==> src/rtl/vmicro16_apb_master_pkg.sv <==
// Shared SoC configuration for the vmicro16 APB master: bus widths and FSM state encoding.
package vmicro16_apb_master_pkg;

    localparam int unsigned APB_WIDTH      = 20;
    localparam int unsigned BUS_DATA_WIDTH = 16;

    typedef enum logic [1:0] {
        StIdle   = 2'd0,
        StSetup  = 2'd1,
        StAccess = 2'd2
    } apb_state_e;

endpackage

==> src/rtl/vmicro16_apb_master.sv <==
// Single-outstanding APB master: turns a core request into one SETUP/ACCESS transfer and
// returns a one-cycle response strobe, with an optional ACCESS-phase wait timeout.
module vmicro16_apb_master
    import vmicro16_apb_master_pkg::*;
#(
    parameter int unsigned ADDR_WIDTH = APB_WIDTH,
    parameter int unsigned DATA_WIDTH = BUS_DATA_WIDTH,
    parameter int unsigned TIMEOUT    = 255
) (
    input  logic                  clk,
    input  logic                  reset,

    input  logic                  req_valid,
    input  logic                  req_we,
    input  logic [ADDR_WIDTH-1:0] req_addr,
    input  logic [DATA_WIDTH-1:0] req_wdata,
    output logic                  req_ready,

    output logic                  resp_valid,
    output logic [DATA_WIDTH-1:0] resp_rdata,
    output logic                  resp_err,

    output logic [ADDR_WIDTH-1:0] M_PADDR,
    output logic                  M_PWRITE,
    output logic                  M_PSELx,
    output logic                  M_PENABLE,
    output logic [DATA_WIDTH-1:0] M_PWDATA,
    input  logic [DATA_WIDTH-1:0] M_PRDATA,
    input  logic                  M_PREADY
);

    localparam int unsigned CntW = (TIMEOUT > 0) ? $clog2(TIMEOUT + 1) : 1;

    apb_state_e            state_q, state_d;
    logic [CntW-1:0]       cnt_q, cnt_d, cnt_inc;
    logic                  we_q, we_d;
    logic [ADDR_WIDTH-1:0] addr_q, addr_d;
    logic [DATA_WIDTH-1:0] wdata_q, wdata_d;
    logic                  resp_valid_q, resp_valid_d;
    logic [DATA_WIDTH-1:0] rdata_q, rdata_d;
    logic                  err_q, err_d;

    assign cnt_inc = cnt_q + 1'b1;

    always_comb begin
        state_d      = state_q;
        cnt_d        = cnt_q;
        we_d         = we_q;
        addr_d       = addr_q;
        wdata_d      = wdata_q;
        resp_valid_d = 1'b0;
        rdata_d      = rdata_q;
        err_d        = err_q;

        unique case (state_q)
            StIdle: begin
                if (req_valid) begin
                    we_d    = req_we;
                    addr_d  = req_addr;
                    wdata_d = req_wdata;
                    state_d = StSetup;
                end
            end
            StSetup: begin
                cnt_d   = '0;
                state_d = StAccess;
            end
            StAccess: begin
                // PREADY is checked first so a completion beats a simultaneous timeout.
                if (M_PREADY) begin
                    state_d      = StIdle;
                    resp_valid_d = 1'b1;
                    rdata_d      = M_PRDATA;
                    err_d        = 1'b0;
                end else if (TIMEOUT != 0) begin
                    if (cnt_inc == CntW'(TIMEOUT)) begin
                        state_d      = StIdle;
                        resp_valid_d = 1'b1;
                        rdata_d      = '0;
                        err_d        = 1'b1;
                        cnt_d        = '0;
                    end else begin
                        cnt_d = cnt_inc;
                    end
                end
            end
            default: state_d = StIdle;
        endcase
    end

    always_ff @(posedge clk) begin
        if (!reset) begin
            state_q      <= StIdle;
            cnt_q        <= '0;
            we_q         <= 1'b0;
            addr_q       <= '0;
            wdata_q      <= '0;
            resp_valid_q <= 1'b0;
            rdata_q      <= '0;
            err_q        <= 1'b0;
        end else begin
            state_q      <= state_d;
            cnt_q        <= cnt_d;
            we_q         <= we_d;
            addr_q       <= addr_d;
            wdata_q      <= wdata_d;
            resp_valid_q <= resp_valid_d;
            rdata_q      <= rdata_d;
            err_q        <= err_d;
        end
    end

    assign req_ready  = (state_q == StIdle);
    assign M_PSELx    = (state_q == StSetup) || (state_q == StAccess);
    assign M_PENABLE  = (state_q == StAccess);
    assign M_PADDR    = addr_q;
    assign M_PWRITE   = we_q;
    assign M_PWDATA   = wdata_q;
    assign resp_valid = resp_valid_q;
    assign resp_rdata = rdata_q;
    assign resp_err   = err_q;

endmodule

==> config.mk <==
export PLATFORM = sky130hd
export DESIGN_NAME = vmicro16_apb_master
export DESIGN_NICKNAME = d
export VERILOG_FILES = /design/src/rtl/vmicro16_apb_master_pkg.sv /design/src/rtl/vmicro16_apb_master.sv
export SDC_FILE = /design/constraint.sdc
export NUM_CORES = 1
export LEC_CHECK = 0
export BUFFER_PORTS_ARGS = -buffer_cell sky130_fd_sc_hd__buf_2
export CAP_MARGIN = 20
export CORE_MARGIN = 3
export CORE_UTILIZATION = 44
export CTS_CLUSTER_SIZE = 14
export DETAILED_ROUTE_END_ITERATION = 10
export PLACE_DENSITY_LB_ADDON = 0.15
export RECOVER_POWER = 100
export SKIP_LAST_GASP = 1
export SYNTH_ARGS = -nofsm -noshare
export SYNTH_HDL_FRONTEND = slang
export SYNTH_SLANG_ARGS = --single-unit
export TNS_END_PERCENT = 1
==> constraint.sdc <==
create_clock -name clk -period 2.3 [get_ports clk]
set_input_delay 0 -clock clk [delete_from_list [all_inputs] [get_ports clk]]
set_output_delay 0 -clock clk [all_outputs]
set_load 0.05 [all_outputs]
# After elaboration in Yosys (flattened, before gate mapping)
# Index checks and enable logic that the tools add are counted.
word_totals:
  regBits: 65
  inputBits: 57
  elab_cells: 37
classes:
  add_sub_neg: 1
  n_eq_ne: 6
  mux: 13
  reduce_logical: 9
ops:
  columns: ["cell", "count"]
  rows:
  - ["16-bit 2-to-1 mux", 2]
  - ["8-bit 2-to-1 mux", 2]
  - ["8-bit one-hot mux with 2 select lines", 1]
  - ["2-bit AND reduction", 5]
  - ["8-bit by 1-bit adder with 8-bit output, second input constant", 1]
  - ["8-bit == test, second input constant", 1]
  - ["2-bit 2-to-1 mux", 3]
  - ["2-bit one-hot mux with 3 select lines", 1]
  - ["1-bit 2-to-1 mux", 4]
  - ["2-bit inequality test, second input constant", 2]
  - ["2-bit nonzero test", 2]
  - ["3-bit by 1-bit inequality test with 1-bit output, second input constant", 1]
  - ["2-bit by 1-bit == test with 1-bit output, second input constant", 1]
  - ["2-bit == test, second input constant", 1]
  - ["2-bit zero test", 1]
  - ["1-bit logical OR", 1]

# Depth between registers and ports, before layout
# Gate-level depths: netlist (run 1).
depth:
  word_depth: 5
  ltp_mapped: 8
  mapped_depth_nobuf: 7

# Worst setup path before layout (run 1)
# OpenSTA, ideal clock, no wires.
synth_path:
  kind: "flip-flop to flip-flop"
  from: "register cnt_q[1]"
  to: "register rdata_q[10], in the netlist resp_rdata[10]"
  setup_time_ps: 118
  arrival_time_ps: 2075
  t_required_ps: 2182
  setup_slack_ps: 108
  stages_incl_launch_ff: 9
  n_path_buf: 1
  synth_period_minus_slack_ps: 2192
  cell_sequence: "dfxtp_1 > ha_1 > nand2_1 > or3_1 > a22oi_1 > nor4b_4 > nor2_2 > buf_6 > o221a_4"
synth_between:
  elab_chain_cells: 4
synth_lines:
  columns: ["item", "line", "rtl"]
  rows:
  - ["start: declaration", "vmicro16_apb_master.sv:35", "logic [CntW-1:0] cnt_q, cnt_d, cnt_inc;"]
  - ["start signal: assignment", "vmicro16_apb_master.sv:103", "cnt_q <= cnt_d;"]
  - ["8-bit by 1-bit adder with 8-bit output", "vmicro16_apb_master.sv:43", "assign cnt_inc = cnt_q + 1'b1;"]
  - ["8-bit == test", "vmicro16_apb_master.sv:76", "if (cnt_inc == CntW'(TIMEOUT)) begin"]
  - ["2-bit nonzero test (no source line)", null, null]
  - ["2-bit AND reduction (no source line)", null, null]
  - ["end signal: assignment", "vmicro16_apb_master.sv:108", "rdata_q <= rdata_d;"]
  - ["end: declaration", "vmicro16_apb_master.sv:40", "logic [DATA_WIDTH-1:0] rdata_q, rdata_d;"]
# No other way between the ends.
# A chain may end at the register's enable or synchronous reset.

# Worst setup path in the final report (run 1)
layout_path:
  from: "register cnt_q[1]"
  to: "register state_q[1]"
layout_between:
  elab_chain_cells: 4
layout_lines:
  columns: ["item", "line", "rtl"]
  rows:
  - ["8-bit by 1-bit adder with 8-bit output", "vmicro16_apb_master.sv:43", null]
  - ["8-bit == test", "vmicro16_apb_master.sv:76", null]
  - ["3-bit by 1-bit inequality test with 1-bit output (no source line)", null, null]
  - ["2-bit AND reduction (no source line)", null, null]
  - ["end signal: assignment", "vmicro16_apb_master.sv:93", "state_q <= StIdle;"]
  - ["end signal: assignment", "vmicro16_apb_master.sv:102", "state_q <= state_d;"]
  - ["end: declaration", "vmicro16_apb_master.sv:34", "apb_state_e state_q, state_d;"]
# No other way between the ends.

==> out/results.txt, run 1 <==
status -> finished clean
Setup crit end kind -> flop
Seq cells post-synth -> 65
Synthesized Nets -> 384
number of flops mapped to enable cells by yosys -> 0
Final setup viols -> 0
clock tree buffer depth -> 2
synth warn -> 0
P_int -> 2.01 mW
Comb pwr share -> 20.7%
Synth cell types -> 41
cell count after synthesis -> 322
reg2reg setup slack -> 0.12 ns
async set or reset register ratio after synthesis -> 0%
hold_ws -> 0.0786 ns
post-synthesis sequential area ratio -> 44.3%
row cnt -> 29
H-Tree Depth -> 3
initial antenna violation count -> 0
diode count -> 0
worst skew pair latency -> 0.34 ns
PD cells -> 710 nW/um^2
WS Path Type -> flop to flop
post-route insts no fill -> 558
origin of the worst setup path -> cnt_q[1]$_SDFFE_PN0P_
overflow left after global routing -> 0
die height -> 87.7 um
initial DRC count -> 134
Placer Congestion -> 0.856
reg2reg path depth -> 8
largest net degree at the start of global routing -> 48
DIE AREA -> 7690 um^2
DRT antenna net count -> 0
worst setup path end -> state_q[1]$_SDFFE_PN0P_
DP HPWL -> 4780 um
CP arrival -> 2.45 ns
layout cell share with drive strength beyond 1 -> 23.3%
fillers -> 572
drt total wl -> 7790 um
Switching Fraction -> 31.2%
TritonRoute pass-1 iters -> 5
Clk pwr share -> 37.6%
RSZ-0062 raised after global routing -> no
Synth Flop Type -> dfxtp_1
CTS tree -> yes
Vias -> 2836
Max-Cap Viols -> 0
Relative slew margins -> 46.2%
Post-Place Cell Area -> 3610 um^2
Lkg Pwr -> 1.72 nW
VDD IR max -> 0.000383 V
Post-Syn Area -> 2940 um^2
CTS sink cnt -> 65
average size of a mapped cell -> 9.12 um^2
f_max -> 0.459 GHz
vias in the first global route -> 2949
reg-to-reg endpoint -> state_q[1]$_SDFFE_PN0P_
Area growth syn-to-layout -> 40.1%
Pwr Total -> 2.92 mW
Die Span X -> 87.7 um
Core Box Area -> 6420 um^2
nets -> 538
Final period util -> 94.8%
first-pass GRT wire length -> 12800 um
Reg clk slew, reported paths -> 0.07 ns
I/O pins -> 115
worst path required time -> 2.57 ns
Slew Limit Fails -> 0
Worst-Margin Slew -> 0.807 ns
Post-route DRC -> 0
clk_skew -> 0.00440 ns
initial core utilization -> 45.7%
R2R Path Start -> cnt_q[1]$_SDFFE_PN0P_
sequential share of power -> 41.7%
Total GRT Usage -> 20.8%
Vias/cell -> 5.08
Routed wire per std cell -> 14.0 um
final count of hold timing violations -> 0
CTS Root Cell -> clkbuf_8
Post-CTS Setup Inserts -> 0
P_sw -> 0.911 mW
CP startpoint kind -> flop
final instance area -> 4120 um^2
Port Buffers -> 114
placed insts -> 505
Inserted Clock Buffers -> 9
Hold Path Class -> input pin to flop
Final min period -> 2.18 ns
Max Fanout on Critical Path -> 9
## worst max-delay path: stages, from the launching register on
cell,delay [ns]
dfxtp_2,0.39
ha_2,0.22
nand2_1,0.09
or3_1,0.39
a22oi_2,0.21
clkbuf_1,0.19
a41oi_4,0.22
a21oi_1,0.21
mux2i_1,0.19
## worst min path at each step
| stage | start | end | slack (ns) | cells past startpoint |
|---|---|---|---|---|
| 2_1_floorplan | req_addr[11] | M_PADDR[11]$_SDFFE_PN0P_ | 0.14 | 2 |
| 3_3_place_gp | req_addr[16] | M_PADDR[16]$_SDFFE_PN0P_ | 0.25 | 3 |
| 3_5_place_dp | req_wdata[2] | M_PWDATA[2]$_SDFFE_PN0P_ | 0.26 | 3 |
| 4_1_cts | req_valid | state_q[1]$_SDFFE_PN0P_ | 0.07 | 4 |
| 5_1_grt | req_valid | state_q[1]$_SDFFE_PN0P_ | 0.08 | 4 |
| 6_report | req_valid | state_q[1]$_SDFFE_PN0P_ | 0.08 | 4 |
## flip-flops by register name, indices dropped and copies added, names as in the netlist
| register | flops |
|---|---|
| cnt_q | 8 |
| resp_err | 1 |
| M_PWDATA | 16 |
| state_q | 2 |
| M_PADDR | 20 |
| resp_rdata | 16 |
| M_PWRITE | 1 |
| resp_valid | 1 |
## logic make-up (layout without fill, tap and decap cells)
group	after synthesis	in the layout	share of synthesized area [%]
buf+inv	27	186	3.71
flops	65	65	44.3
mux	2	2	0.682
compound gates	76	76	24.2
simple gates	146	146	24.7
fa+ha+maj	5	5	2.13
xor+xnor	1	1	0.298
## stage by stage
stage / util (%) / setup slack [ns] / setup TNS, ns
final: 64.1 / 0.120 / 0
after global routing: 64.1 / 0.0204 / 0
after CTS: 65.7 / 0.0396 / 0
after detailed placement: 56.2 / -0.00152 / -0.00152
after global placement: 56.2 / 0.0820 / 0
after floorplan: - / 0.108 / 0
## routing by layer
layer	vias up	GRT usage (%)	wire, um
li1	1417	-	-
met1	1314	23.8	3320
met2	91	35.3	3810
met3	14	5.74	479
met4	0	10.6	172
met5	-	0	0
## layout by cell type, fill, tap and decap left out, types with 2 or more instances in the layout
master	instances
dlygate4sd3_1	37
nand2_1	85
or3_1	2
and3_1	16
clkbuf_8	10
a21boi_0	37
ha_1	4
o221a_2	11
nor3b_1	3
bufinv_16	2
a22oi_1	5
nor2b_1	6
nand3_1	2
nor2_1	3
a21oi_1	4
inv_1	7
clkbuf_1	59
buf_2	57
o21ai_0	4
dfxtp_1	62
dfxtp_2	3
buf_4	8
nand2b_1	18
o221a_4	5
mux2i_1	2
## cell usage after synthesis, types with 3 or more instances
master    instances  area share (%)
o221a_2           7             2.7
nand2_1          85              11
o221a_4           9             6.1
and3_1           16             3.4
inv_1             7            0.89
a21oi_1           4            0.68
a21boi_0         37             9.5
nor2_1            3            0.38
dfxtp_1          65              44
a22oi_1           6             1.5
nor3b_1           3            0.77
ha_1              5             2.1
nand2b_1         18             3.8
clkbuf_1         18             2.3
nor2b_1           6             1.3
o21ai_0           4            0.68
## layout make-up
type | count | area [um^2] | share of cell area, %
Multi-Input combinational cell | 230 | 1510 | 36.7
Sequential cell | 65 | 1310 | 31.7
Inverter | 7 | 26.3 | 0.638
Timing Repair Buffer | 163 | 950 | 23.1
Tap cell | 77 | 96.3 | 2.34
Clock buffer | 10 | 138 | 3.34
Clock inverter | 6 | 90.1 | 2.19
## power by group through the flow
| stage | clock, mW | combinational, mW | sequential, mW |
|---|---|---|---|
| floorplan | 0 | 0.218 | 1.44 |
| global placement | 0 | 0.568 | 1.24 |
| detailed placement | 0 | 0.574 | 1.24 |
| CTS | 1.12 | 0.623 | 1.22 |
| global route | 1.18 | 0.650 | 1.23 |
| finish | 1.10 | 0.604 | 1.22 |
## timing repair
action | CTS | global route
endpoints found under the setup margin | 1 | 21
hold buffers | 37 | 0
gates resized for setup | 1 | 5
hold endpoints to repair | 37 | 0
(Power assumes the default switching activity.)
==> inputs of run 2 (changes only) <==
- GPL_TIMING_DRIVEN: not set -> 0
- PLACE_DENSITY: not set -> 0.76
- PLACE_DENSITY_LB_ADDON: 0.15 -> not set
==> run 2 against run 1 <==
Via count rose by 1.9%. Critical path depth did not move. Maximum frequency fell by 0.35%. First-iteration DRC count fell by 40%. Clock power rose by 12%. Register-to-register slack barely moved. Critical path type unchanged. Largest cell class unchanged. Largest power group is now clock.
==> out/results.txt, run 2 (synthesized netlist as in run 1, its figures left out) <==
Reg clk slew, reported paths -> 0.08 ns
overflow left after global routing -> 0
Area growth syn-to-layout -> 41.3%
vias in the first global route -> 2885
commonest non-fill, non-tap cell in the layout -> nand2_1
Max Fanout on Critical Path -> 10
Vias/cell -> 5.08
DP HPWL -> 5270 um
final core occ -> 64.6%
Die Span X -> 87.7 um
Lkg Pwr -> 1.71 nW
Final period util -> 95.1%
initial core utilization -> 45.7%
met2 wire length -> 3740 um
drt total wl -> 8130 um
first-pass GRT wire length -> 13400 um
f_max -> 0.457 GHz
Final min period -> 2.19 ns
Total GRT Usage -> 21.7%
Routed wire per std cell -> 14.3 um
CTS Root Cell -> clkbuf_8
Inserted Clock Buffers -> 9
top layer in use -> met4
max reg flops -> 20
die height -> 87.7 um
worst path required time -> 2.53 ns
VDD IR max -> 0.000389 V
Max-Cap Viols -> 0
Setup crit end kind -> flop
wl on met1 -> 3560 um
DRT antenna net count -> 0
met3 WL -> 684 um
fillers -> 555
layout cell share with drive strength beyond 1 -> 21.5%
Post-Place Cell Area -> 3600 um^2
H-Tree Depth -> 3
Vias -> 2891
largest net degree at the start of global routing -> 12
nets -> 549
diode count -> 0
Final setup viols -> 0
RSZ-0062 raised after global routing -> no
Hold Path Class -> input pin to flop
Pwr Total -> 3.06 mW
initial antenna violation count -> 0
worst skew pair latency -> 0.34 ns
I/O pins -> 115
most frequent cells in the layout -> nand2_1, clkbuf_1, dfxtp_1
WS Path Type -> flop to flop
status -> finished clean
clock tree buffer depth -> 2
Post-route DRC -> 0
PD cells -> 737 nW/um^2
Core Box Area -> 6420 um^2
Slew Limit Fails -> 0
Worst-Margin Slew -> 0.661 ns
DIE AREA -> 7690 um^2
Placer Congestion -> 0.820
clk_skew -> 0.0139 ns
CP startpoint kind -> flop
row cnt -> 29
final count of hold timing violations -> 0
CTS tree -> yes
CP arrival -> 2.42 ns
initial DRC count -> 80
CTS sink cnt -> 65
Relative slew margins -> 56.1%
Port Buffers -> 113
final instance area -> 4150 um^2
TritonRoute pass-1 iters -> 4
-- run 2: final timing paths --
check / endpoint / slack [ns] / cells past startpoint / from
min: state_q[1]$_SDFFE_PN0P_ / 0.04 / 3 / reset
min reg2reg: M_PWDATA[14]$_SDFFE_PN0P_ / 0.46 / 2 / M_PWDATA[14]$_SDFFE_PN0P_
max: resp_rdata[9]$_SDFFE_PN0P_ / 0.11 / 8 / cnt_q[0]$_SDFFE_PN0P_
max reg2reg: resp_rdata[9]$_SDFFE_PN0P_ / 0.11 / 8 / cnt_q[0]$_SDFFE_PN0P_
-- run 2: worst max-delay path, stage by stage (launching register included) --
cell     delay, ns
dfxtp_4       0.37
ha_4          0.15
nand2_2       0.07
or3_1         0.39
a22oi_2       0.28
nor4b_4       0.29
nor2_2        0.14
buf_6         0.18
o221a_2       0.23
-- run 2: where the power goes --
part / internal [mW] / leakage, nW / total (mW) / switching (mW)
registers: 1.18 / 0.533 / 1.22 / 0.0349
logic: 0.181 / 1.05 / 0.611 / 0.431
clock network: 0.782 / 0.127 / 1.23 / 0.447
-- run 2: area by class of cell --
| type | count | area [um^2] | area share (%) |
|---|---|---|---|
| inverter | 7 | 26.3 | 0.633 |
| clock inverter | 4 | 98.8 | 2.38 |
| tap | 77 | 96.3 | 2.32 |
| timing repair buffer | 154 | 893 | 21.5 |
| sequential | 65 | 1310 | 31.6 |
| clock buffer | 12 | 155 | 3.74 |
| multi-input combinational | 230 | 1490 | 35.8 |
| buffer | 20 | 82.6 | 1.99 |
-- run 2: routing by layer --
layer	track usage, %	vias to the layer above
met5	0	-
met4	7.39	0
met3	7.34	18
met2	36.6	107
met1	25.9	1327
li1	-	1439
-- run 2: what timing repair did --
item	4_1_cts	5_1_grt
hold endpoints to repair	37	0
gates cloned	0	0
buffers inserted	2	2
pin swaps	1	2
gates resized for setup	5	7
hold buffers	37	0
setup endpoints to repair	18	12
-- run 2: stage by stage --
stage / worst slack [ns] / TNS (ns) / cells / hold slack (ns)
finish: 0.112 / 0 / 569 / 0.0422
CTS: 0.00442 / 0 / 567 / 0.0527
global placement: -0.144 / -1.30 / 512 / 0.250
global route: 0.00664 / 0 / 569 / 0.0944
detailed placement: -0.196 / -2.07 / 512 / 0.257
floorplan: 0.108 / 0 / 322 / 0.145
